--- config.mk ---
export PLATFORM = sky130hd
export DESIGN_NAME = scroll_sequencer
export DESIGN_NICKNAME = d
export VERILOG_FILES = /design/src/rtl/scroll_sequencer.sv
export SDC_FILE = /design/constraint.sdc
export NUM_CORES = 1
export LEC_CHECK = 0
export BUFFER_PORTS_ARGS = -buffer_cell sky130_fd_sc_hd__buf_2
export CAP_MARGIN = 0
export CORE_AREA = 2 2 87 98
export DETAILED_ROUTE_END_ITERATION = 6
export DIE_AREA = 0 0 89 100
export PLACE_DENSITY_LB_ADDON = 0.15
export SYNTH_ARGS = -nofsm -noshare
export SYNTH_HDL_FRONTEND = slang
export SYNTH_SLANG_ARGS = --single-unit
--- constraint.sdc ---
create_clock -name clk -period 2.2 [get_ports clk]
set_input_delay 0.33 -clock clk [delete_from_list [all_inputs] [get_ports clk]]
set_output_delay 0.33 -clock clk [all_outputs]
set_load 0.05 [all_outputs]
--- src/rtl/scroll_sequencer.sv ---
// Game-flow sequencer ahead of the row renderer: owns tile rows, scroll offset
// and score, and issues one startdraw/all_done render handshake per frame_tick.
module scroll_sequencer #(
   parameter int unsigned ROW_H     = 40,
   parameter int unsigned NUM_ROWS  = 6,
   parameter int unsigned SPEED     = 1,
   parameter logic [7:0]  LFSR_SEED = 8'hA5
) (
   input  logic                  clk,
   input  logic                  resetn,
   input  logic                  start,
   input  logic                  frame_tick,
   input  logic                  all_done,
   input  logic [3:0]            key,
   output logic                  startdraw,
   output logic [5:0]            offset,
   output logic [3*NUM_ROWS-1:0] rows,
   output logic [5:0]            master_state,
   output logic [7:0]            score,
   output logic                  miss,
   output logic                  game_over
);

   typedef enum logic [5:0] {
      S_IDLE      = 6'd0,
      S_WAIT_TICK = 6'd1,
      S_DRAW      = 6'd2,
      S_RELEASE   = 6'd3,
      S_ADVANCE   = 6'd4,
      S_GAME_OVER = 6'd5
   } state_t;

   localparam logic [6:0] SPEED_W = 7'(SPEED);
   localparam logic [6:0] ROW_H_W = 7'(ROW_H);

   state_t                     r_state;
   logic [5:0]                 r_offset;
   logic [NUM_ROWS-1:0][2:0]   r_rows;
   logic [7:0]                 r_score;
   logic [7:0]                 r_lfsr;
   logic [3:0]                 r_pending;
   logic                       r_startdraw;
   logic                       r_miss;
   logic                       r_game_over;

   logic [3:0] w_key;
   logic [2:0] w_bottom;
   logic [2:0] w_lane;
   logic       w_onehot;
   logic       w_hit;
   logic       w_wrong;
   logic [6:0] w_sum;
   logic       w_wrap;
   logic [2:0] w_depart;
   logic       w_lfsr_fb;
   logic [7:0] w_score_inc;

   // Render handshake: startdraw is held high from entry into DRAW until the
   // cycle all_done is seen high; the frame only advances once all_done has
   // been seen low again, so a level-held all_done never spans two frames.
   always_comb begin
      w_key    = (r_state == S_ADVANCE) ? (r_pending | key) : key;
      w_bottom = r_rows[NUM_ROWS-1];
      w_lane   = 3'd0;
      w_onehot = 1'b0;
      case (w_key)
         4'b0001: begin w_lane = 3'd1; w_onehot = 1'b1; end
         4'b0010: begin w_lane = 3'd2; w_onehot = 1'b1; end
         4'b0100: begin w_lane = 3'd3; w_onehot = 1'b1; end
         4'b1000: begin w_lane = 3'd4; w_onehot = 1'b1; end
         default: ;
      endcase
      w_hit       = w_onehot && (w_bottom != 3'd0) && (w_lane == w_bottom);
      w_wrong     = (w_key != 4'd0) && (w_bottom != 3'd0) && !w_hit;
      w_sum       = {1'b0, r_offset} + SPEED_W;
      w_wrap      = (w_sum >= ROW_H_W);
      // A hit on the same ADVANCE as the wrap lets the row leave empty.
      w_depart    = w_hit ? 3'd0 : w_bottom;
      w_lfsr_fb   = r_lfsr[7] ^ r_lfsr[5] ^ r_lfsr[4] ^ r_lfsr[3];
      w_score_inc = (r_score == 8'hFF) ? r_score : r_score + 8'd1;
   end

   always_ff @(posedge clk or negedge resetn) begin
      if (!resetn) begin
         r_state     <= S_IDLE;
         r_offset    <= 6'd0;
         r_rows      <= '0;
         r_score     <= 8'd0;
         r_lfsr      <= LFSR_SEED;
         r_pending   <= 4'd0;
         r_startdraw <= 1'b0;
         r_miss      <= 1'b0;
         r_game_over <= 1'b0;
      end else begin
         r_miss <= 1'b0;
         case (r_state)
            S_IDLE: begin
               if (start) begin
                  r_rows    <= '0;
                  r_offset  <= 6'd0;
                  r_score   <= 8'd0;
                  r_pending <= 4'd0;
                  r_state   <= S_WAIT_TICK;
               end
            end
            S_WAIT_TICK: begin
               if (w_hit) begin
                  r_rows[NUM_ROWS-1] <= 3'd0;
                  r_score            <= w_score_inc;
               end
               if (w_wrong) r_miss <= 1'b1;
               if (!start) begin
                  r_state <= S_IDLE;
               end else if (frame_tick) begin
                  r_state     <= S_DRAW;
                  r_startdraw <= 1'b1;
               end
            end
            S_DRAW: begin
               r_pending <= r_pending | key;
               if (all_done) begin
                  r_state     <= S_RELEASE;
                  r_startdraw <= 1'b0;
               end
            end
            S_RELEASE: begin
               r_pending <= r_pending | key;
               if (!all_done) r_state <= S_ADVANCE;
            end
            S_ADVANCE: begin
               r_pending <= 4'd0;
               r_state   <= S_WAIT_TICK;
               if (w_hit) r_score <= w_score_inc;
               if (w_wrong) r_miss <= 1'b1;
               if (!w_wrap) begin
                  r_offset <= w_sum[5:0];
                  if (w_hit) r_rows[NUM_ROWS-1] <= 3'd0;
               end else begin
                  r_offset <= 6'(w_sum - ROW_H_W);
                  for (int i = 1; i < NUM_ROWS; i++) r_rows[i] <= r_rows[i-1];
                  r_rows[0] <= {1'b0, r_lfsr[1:0]} + 3'd1;
                  r_lfsr    <= {r_lfsr[6:0], w_lfsr_fb};
                  if (w_depart != 3'd0) begin
                     r_miss      <= 1'b1;
                     r_state     <= S_GAME_OVER;
                     r_game_over <= 1'b1;
                  end
               end
            end
            S_GAME_OVER: begin
               if (!start) begin
                  r_state     <= S_IDLE;
                  r_game_over <= 1'b0;
               end
            end
            default: r_state <= S_IDLE;
         endcase
      end
   end

   assign startdraw    = r_startdraw;
   assign offset       = r_offset;
   assign rows         = r_rows;
   assign master_state = r_state;
   assign score        = r_score;
   assign miss         = r_miss;
   assign game_over    = r_game_over;

endmodule

# Yosys cells after proc, flatten, opt, wreduce, memory -nomap -nowiden
# Index checks and enable logic that the tools add are counted.
[word_totals] ff_bits=53 latchBits=0 ramBits=0 rom_bits=0 inputBits=9 mem_count=0
[classes] n_addsub=4 multipliers=0 n_div=0 n_lt_le_gt_ge=1 eq_ne=22 shifts=0 n_mux=39 n_bitwise=4 reduce_logical=27
[ops] operator="6-bit 2-to-1 mux" n=8
[ops] operator="6-bit case mux with 6 select lines" n=1
[ops] operator="15-bit case mux with 2 select lines" n=1
[ops] operator="8-bit 2-to-1 mux" n=3
[ops] operator="18-bit 2-to-1 mux" n=1
[ops] operator="2-bit inequality test, second input constant" n=8
[ops] operator="8-bit case mux with 2 select lines" n=1
[ops] operator="15-bit 2-to-1 mux" n=1
[ops] operator="6-bit by 2-bit equality test with 1-bit output, second input constant" n=2
[ops] operator="6-bit by 3-bit equality test with 1-bit output, second input constant" n=2
[ops] operator="3-bit 2-to-1 mux" n=4
[ops] operator="3-bit case mux with 4 select lines" n=1
[ops] operator="4-bit case mux with 3 select lines" n=1
[ops] operator="6-bit case mux with 2 select lines" n=1
[ops] operator="4-bit AND reduction" n=3
[ops] operator="3-bit nonzero test" n=4
[ops] operator="1-bit 2-to-1 mux" n=10
[ops] operator="3-bit case mux with 3 select lines" n=1
[ops] operator="8-bit by 1-bit adder with 8-bit output, second input constant" n=1
[ops] operator="8-bit equality test, second input constant" n=1
[ops] operator="4-bit 2-to-1 mux" n=2
[ops] operator="2-bit AND reduction" n=4
[ops] operator="2-bit nonzero test" n=4
[ops] operator="6-bit by 1-bit adder with 7-bit output, second input constant" n=1
[ops] operator="other kinds (22)" n=31

# Depth between registers and ports, before layout
# Gate-level depths: netlist (run 1).
[logic_depth] ltp_word=13 ltp_mapped=10 ltp_nobuf=9

# Least setup slack after synthesis (run 1)
# No wires, ideal clock.
[synth_path] path_type="reg-to-reg" startpoint="register r_offset[0], in the netlist offset[0]" endpoint="register r_rows, in the netlist rows[0]" t_arrival_ns=2.616 required_ns=2.075 path_slack_ns=-0.541 stages_incl_launch_ff=10 n_path_buf=1 synth_period_minus_slack_ns=2.741 path_cell_list="dfrtp_1 -> ha_1 -> nand3_1 -> xor2_1 -> ha_1 -> o21ai_0 -> a21oi_1 -> o21ai_0 -> clkbuf_1 -> mux2_2"
[synth_via] elab_chain_len=4
[synth_lines] item="start, declared" line="37" rtl="logic [5:0] r_offset;"
[synth_lines] item="start signal, assigned" line="136" rtl="r_offset <= w_sum[5:0];"
[synth_lines] item="start signal, assigned" line="139" rtl="r_offset <= 6'(w_sum - ROW_H_W);"
[synth_lines] item="6-bit by 1-bit adder with 7-bit output" line="75" rtl="w_sum = {1'b0, r_offset} + SPEED_W;"
[synth_lines] item="7-bit by 6-bit greater-or-equal comparator with 1-bit output" line="76" rtl="w_wrap = (w_sum >= ROW_H_W);"
[synth_lines] item="2-bit inequality test (no source line)"
[synth_lines] item="3-bit AND reduction (no source line)"
[synth_lines] item="end, declared" line="38" rtl="logic [NUM_ROWS-1:0][2:0] r_rows;"
# Every way passes these cells.
# A chain may end at the register's enable or synchronous reset.

# Worst setup path in the final report (run 1)
[layout_path] startpoint="register r_state[0], in the netlist master_state[0]" endpoint="register r_score[4], in the netlist score[4]"
[layout_via] elab_chain_len=9 word_cells_on_any_way=21
[layout_lines] item="start, declared" line="36" rtl="state_t r_state;"
[layout_lines] item="start signal, assigned" line="85" rtl="r_state <= S_IDLE;"
[layout_lines] item="start signal, assigned" line="103" rtl="r_state <= S_WAIT_TICK;"
[layout_lines] item="start signal, assigned" line="113" rtl="r_state <= S_IDLE;"
[layout_lines] item="parallel branches: the longest is 9 deep, another holds 6-bit by 3-bit equality test with 1-bit output"
[layout_lines] item="end signal, assigned" line="109" rtl="r_score <= w_score_inc;"
[layout_lines] item="end signal, assigned" line="133" rtl="if (w_hit) r_score <= w_score_inc;"
[layout_lines] item="end, declared" line="39" rtl="logic [7:0] r_score;"
# Parallel ways; which one is timed is not known.

==> results of run 1 <==
## flip-flops by register name, summed over array words and instances, names as in the netlist
signal and count:
score 8, offset 6, r_lfsr 8, w_bottom 3, master_state 3, rows 15, game_over 1, r_pending 4
miss 1, startdraw 1
## logic make-up after synthesis
kind of cell	after synthesis	share of synthesized area, %
other cells	1	0.138
flops	50	46.3
compound gates	82	20.0
simple gates	87	17.9
buf+inv	41	6.92
fa+ha+maj	4	1.85
mux	10	4.01
xor+xnor	9	2.91
## where the power goes
group	switching (mW)	internal, mW	leakage (nW)
Combinational	0.685	0.432	0.979
Clock	0.315	0.340	0.0514
Sequential	0.110	1.03	0.652
Total	1.11	1.80	1.68
## critical path, delay by kind of cell (launching register included)
kind / cells / cell delay, ps
and+or+nand+nor: 4 / 920
buffers and inverters: 1 / 170
AOI/OAI and AO/OA: 3 / 840
DFF: 1 / 460
## area by class of cell
type / count / area, um^2
Fill cell: 816 / 4320
Multi-Input combinational cell: 196 / 1450
Sequential cell: 50 / 1270
Timing Repair Buffer: 103 / 687
Tap cell: 111 / 139
Inverter: 24 / 90.1
Clock buffer: 6 / 72.6
Clock inverter: 2 / 37.5
## timing repair
| item | CTS | global route |
|---|---|---|
| resized for setup | 11 | 23 |
| hold endpoints to repair | 9 | 0 |
| pin swaps | 14 | 15 |
| hold buffers | 1 | 0 |
| gates cloned | 1 | 0 |
| setup buffers | 7 | 12 |
| setup endpoints to repair | 14 | 35 |
## cells in the mapped netlist, drive strengths merged, types with 2 or more instances
| cell | number |
|---|---|
| nand4 | 3 |
| a21oi | 17 |
| o21ai | 38 |
| nand2 | 16 |
| o221a | 2 |
| xnor2 | 7 |
| dfstp | 4 |
| a22oi | 5 |
| nor3 | 2 |
| mux2 | 7 |
| and4bb | 2 |
| dfrtp | 46 |
| nor3b | 2 |
| xor2 | 2 |
| nand3b | 2 |
| inv | 24 |
| nor2 | 18 |
| buf | 7 |
| or4 | 3 |
| mux2i | 3 |
| a22o | 5 |
| clkbuf | 10 |
| or2 | 2 |
| nand2b | 2 |
| ha | 4 |
| or3 | 4 |
| nor4 | 3 |
| o31ai | 4 |
| nand3 | 24 |
## routing by layer
metal | track usage, % | vias to the layer above | wire length, um
met2 | 25.1 | 52 | 3250
met5 | 0 | - | 0
met3 | 2.96 | 4 | 277
met4 | 3.10 | 0 | 31
met1 | 23.9 | 1181 | 3320
li1 | - | 1216 | -
## worst min-delay path by stage
stage               start         endpoint  slack (ps)  cells after the start
2_1_floorplan      resetn        game_over          30                      0
3_3_place_gp       resetn        startdraw         340                      1
3_5_place_dp       resetn     r_pending[2]         330                      1
4_1_cts        frame_tick  master_state[1]         300                      3
5_1_grt        frame_tick  master_state[1]         310                      3
6_report       frame_tick  master_state[1]         320                      3
## metrics by stage
step	instance area [um^2]	TNS [ps]	total power [mW]
6_report	3740	-2400	2.91
5_1_grt	3740	-3930	3.11
4_1_cts	3560	-2880	2.91
3_5_place_dp	3330	-2400	2.18
3_3_place_gp	3330	-2290	2.18
2_1_floorplan	2790	-2610	1.83
==> impl_metrics.json, run 1 <==
{
  "status": "complete, but fails checks",
  "violations": "setup timing",
  "rr_startpoint": "master_state[0]",
  "cts_tree": "yes",
  "yosysWarnings": 0,
  "routed_wirelength_um": 6890,
  "power.leakage_nw": 1.68,
  "drt-vias-per-instance": 4.99,
  "synth_seq_area_share_pct": 46.3,
  "crit_path_max_fanout": 6,
  "vdd_drop_max_uv": 335,
  "finalClockSkew_ps": 10.9,
  "layoutNonFillerInstCount": 492,
  "num_vias": 2453,
  "numCtsBuffers": 5,
  "dp_slack_ps": -303,
  "grt_max_degree": 22,
  "end_kind": "flop",
  "routedWlPerCell_um": 14.0,
  "rr_endpoint": "score[4]",
  "synth_edf_count": 0,
  "relSlewSlack_pct": 64.1,
  "grt_pass1_vias": 2237,
  "drt_iter0_drc": 85,
  "hp-class": "input pin to flop",
  "synth_top_area_share_pct": 42.5,
  "ff2ff_path_depth": 8,
  "ys_types": 53,
  "drt_pass1_iterations": 4,
  "ys.flop_type": "dfrtp_1",
  "worst_pin_slew_ps": 534,
  "antenna_cells": 0,
  "finalSetupViolCount": 14,
  "whs_ps": 317,
  "final_nets": 393,
  "rrSetupSlack_ps": -230,
  "crit_chain": "and4bb_4 -> nor2_2 -> a311o_1 -> a221oi_2 -> buf_4 -> nand4_1 -> or3_1 -> a21oi_1",
  "ant_nets": 0,
  "post-place-cells": 464,
  "grt_overflow_total": 0,
  "crit_path_start_kind": "flop",
  "synth_area_leader_cell": "dfrtp_1",
  "crit_start": "master_state[0]",
  "layout_setup_ws_ps": -233,
  "die_w_um": 89,
  "post-route-drc-count": 0,
  "cts_sinks": 50,
  "track_usage_pct": 16.2,
  "slew_viol_final": 0,
  "final_common_cell": "buf_4",
  "crit_slowest_cell": "dfrtp_2",
  "grt_pass1_wl_um": 11400,
  "drive_above_1_share_pct": 43.0,
  "power_density_mw_per_mm2": 778,
  "start_util_pct": 33.6,
  "portBuffers": 46,
  "place.gp.congestion": 0.776,
  "max_cap_viol_count": 0,
  "timing.final.crit_share_pct": 111,
  "coreArea_mm2": 0.00806,
  "die_area_mm2": 0.00890,
  "required_ps": 2440,
  "htree_num_levels": 2,
  "crit_end": "score[4]",
  "clk_pin_slew_ps": 100,
  "syn_to_final_growth_pct": 37.9,
  "clk_path_buf_depth": 2,
  "critical-path-max-stage-delay_ps": 460,
  "final_core_util_pct": 46.4,
  "yosys_register_bits": 50,
  "yosys-top-cells-area": "dfrtp_1 42%, o21ai_0 7.0%, nand3_1 4.4%",
  "synth_area_mm2": 0.00271,
  "fmax_mhz": 411,
  "worstPathArrival_ps": 2670,
  "path_class": "flop to flop",
  "mostFrequentLayoutCells": "50 x buf_4, 46 x buf_2, 38 x dfrtp_1",
  "syn_inst": 284,
  "antenna_found_initial": 0,
  "avgSynthCellArea_um2": 9.55,
  "fp.dieH_um": 100,
  "async_reset_ff_share_pct": 100,
  "clockRootBuffer": "clkbuf_8",
  "num_rows": 35,
  "rsz0062_at_grt": "yes",
  "finalCriticalPeriod_ps": 2430,
  "clk_latency_ps": 300,
  "hold_viol": 0,
  "dp_hpwl_um": 4870,
  "ios": 50
}
No activity file was read; power rests on OpenSTA's default activity.
==> run 2: changes to the inputs <==
- CORE_AREA: 2 2 87 98 -> 2 2 103 115
- DIE_AREA: 0 0 89 100 -> 0 0 105 117
==> run 2 against run 1 <==
Against the previous run: the flow still finishes with violations (setup timing); power is 7.9% higher; register-to-register slack worse by 60 ps; worst hold slack worse by 310 ps; largest cell class unchanged.
==> impl_metrics.json, run 2 (same netlist as run 1, synthesis figures left out) <==
{
  "coreArea_mm2": 0.0112,
  "num_vias": 2428,
  "finalClockSkew_ps": 7.73,
  "final_common_cell": "buf_2",
  "timing.final.crit_share_pct": 113,
  "layoutNonFillerInstCount": 525,
  "fin_tns_setup_ps": -2980,
  "final_nets": 387,
  "holdBufCountCts": 0,
  "place.gp.congestion": 0.744,
  "hold_viol": 0,
  "violations": "setup timing",
  "wl_met2_um": 3620,
  "post-route-drc-count": 0,
  "grt_max_degree": 51,
  "clk_pin_slew_ps": 70,
  "ios": 50,
  "grt_pass1_wl_um": 12100,
  "mostFrequentLayoutCells": "46 x buf_2, 40 x buf_4, 38 x dfrtp_1",
  "htree_num_levels": 2,
  "grt_pass1_vias": 2350,
  "num_rows": 41,
  "path_class": "flop to flop",
  "largest_reg_flops": 15,
  "max_cap_viol_count": 0,
  "crit_chain": "or3b_4 -> o221a_2 -> o211ai_2 -> xor2_2 -> nand4_2 -> buf_6 -> buf_4 -> o31ai_2 -> a21oi_1",
  "fmax_mhz": 401,
  "worstPathArrival_ps": 2670,
  "antenna_cells": 0,
  "hp-class": "input pin to asynchronous set/reset pin",
  "end_kind": "flop",
  "rsz0062_at_grt": "yes",
  "drt_iter0_drc": 76,
  "layout_setup_ws_ps": -295,
  "syn_to_final_growth_pct": 42.4,
  "rrSetupSlack_ps": -290,
  "power_density_mw_per_mm2": 813,
  "drive_above_1_share_pct": 44.0,
  "cts_sinks": 50,
  "clk_latency_ps": 300,
  "whs_ps": 9.58,
  "status": "complete, but fails checks",
  "crit_slowest_cell": "dfrtp_2",
  "slew_viol_final": 0,
  "power.leakage_nw": 1.68,
  "antenna_found_initial": 0,
  "start_util_pct": 24.2,
  "portBuffers": 46,
  "critical-path-max-stage-delay_ps": 460,
  "path_buf_inv": 2,
  "required_ps": 2380,
  "wl_met1_um": 3380,
  "finalSetupViolCount": 14,
  "fill_cells": 1217,
  "drt_pass1_iterations": 4,
  "crit_path_start_kind": "flop",
  "die_area_mm2": 0.0123,
  "die_w_um": 105,
  "crit_path_max_fanout": 6,
  "track_usage_pct": 12.5,
  "drt-vias-per-instance": 4.62,
  "crit_family": "compound AO/OA/AOI/OAI gates",
  "fp.dieH_um": 117,
  "dp_hpwl_um": 5060,
  "vdd_drop_max_uv": 310,
  "grt_overflow_total": 0,
  "met3WireLength_um": 305,
  "numCtsBuffers": 5,
  "highest_layer": "met4",
  "clockRootBuffer": "clkbuf_16",
  "ant_nets": 0,
  "routedWlPerCell_um": 14.1,
  "routed_wirelength_um": 7420,
  "post-place-cells": 500,
  "cts_tree": "yes",
  "clk_path_buf_depth": 2,
  "finalCriticalPeriod_ps": 2490
}
[run 2: changes by cell type in the layout (fill, tap and decap cells not counted), sizes merged]
cell,previous run,this run
buf,102,97
inv,24,26
clkinv,0,1
clkinvlp,1,0
bufinv,1,0
clkbuf,6,5
dlygate4sd3,1,0
[run 2: worst paths after layout]
| kind | from | end | cells after the start |
|---|---|---|---|
| max | master_state[1] | score[5] | 9 |
| max reg2reg | master_state[1] | score[5] | 9 |
| max in group asynchronous | resetn | r_lfsr[0] | 2 |
| min reg2reg | r_lfsr[6] | r_lfsr[6] | 1 |
| min in group clk | frame_tick | master_state[1] | 3 |
| min | resetn | r_pending[1] | 2 |
[run 2: routing by layer]
metal | track usage, % | up-vias
met4 | 4.27 | 0
met2 | 21.5 | 49
li1 | - | 1192
met5 | 0 | -
met1 | 15.6 | 1178
met3 | 2.88 | 9
[run 2: cell type report]
cell class	count	area [um^2]	area share, %
Clock buffer	5	125	3.24
Clock inverter	3	28.8	0.746
Inverter	24	90.1	2.33
Multi-Input combinational cell	196	1500	38.8
Sequential cell	50	1270	32.8
Tap cell	150	188	4.86
Timing Repair Buffer	97	663	17.2
[run 2: repair_timing]
item | in CTS | in global routing
cloned | 1 | 0
pin swaps | 14 | 10
endpoints found under the setup margin | 14 | 29
resized for setup | 11 | 34
buffers inserted | 6 | 11
[run 2: through the flow]
stage	util (%)	setup slack [ps]	instance area (um^2)	total power [mW]
2_1_floorplan	-	-326	2790	1.83
3_3_place_gp	30.1	-290	3370	2.21
3_5_place_dp	30.1	-322	3370	2.21
4_1_cts	32.5	-322	3630	3.10
5_1_grt	34.5	-438	3860	3.35
6_report	34.5	-295	3860	3.14
[run 2: report_power, final]
part	total (mW)	internal (mW)	switching, mW
clock	0.824	0.437	0.388
sequential	1.14	1.03	0.116
combinational	1.17	0.452	0.719
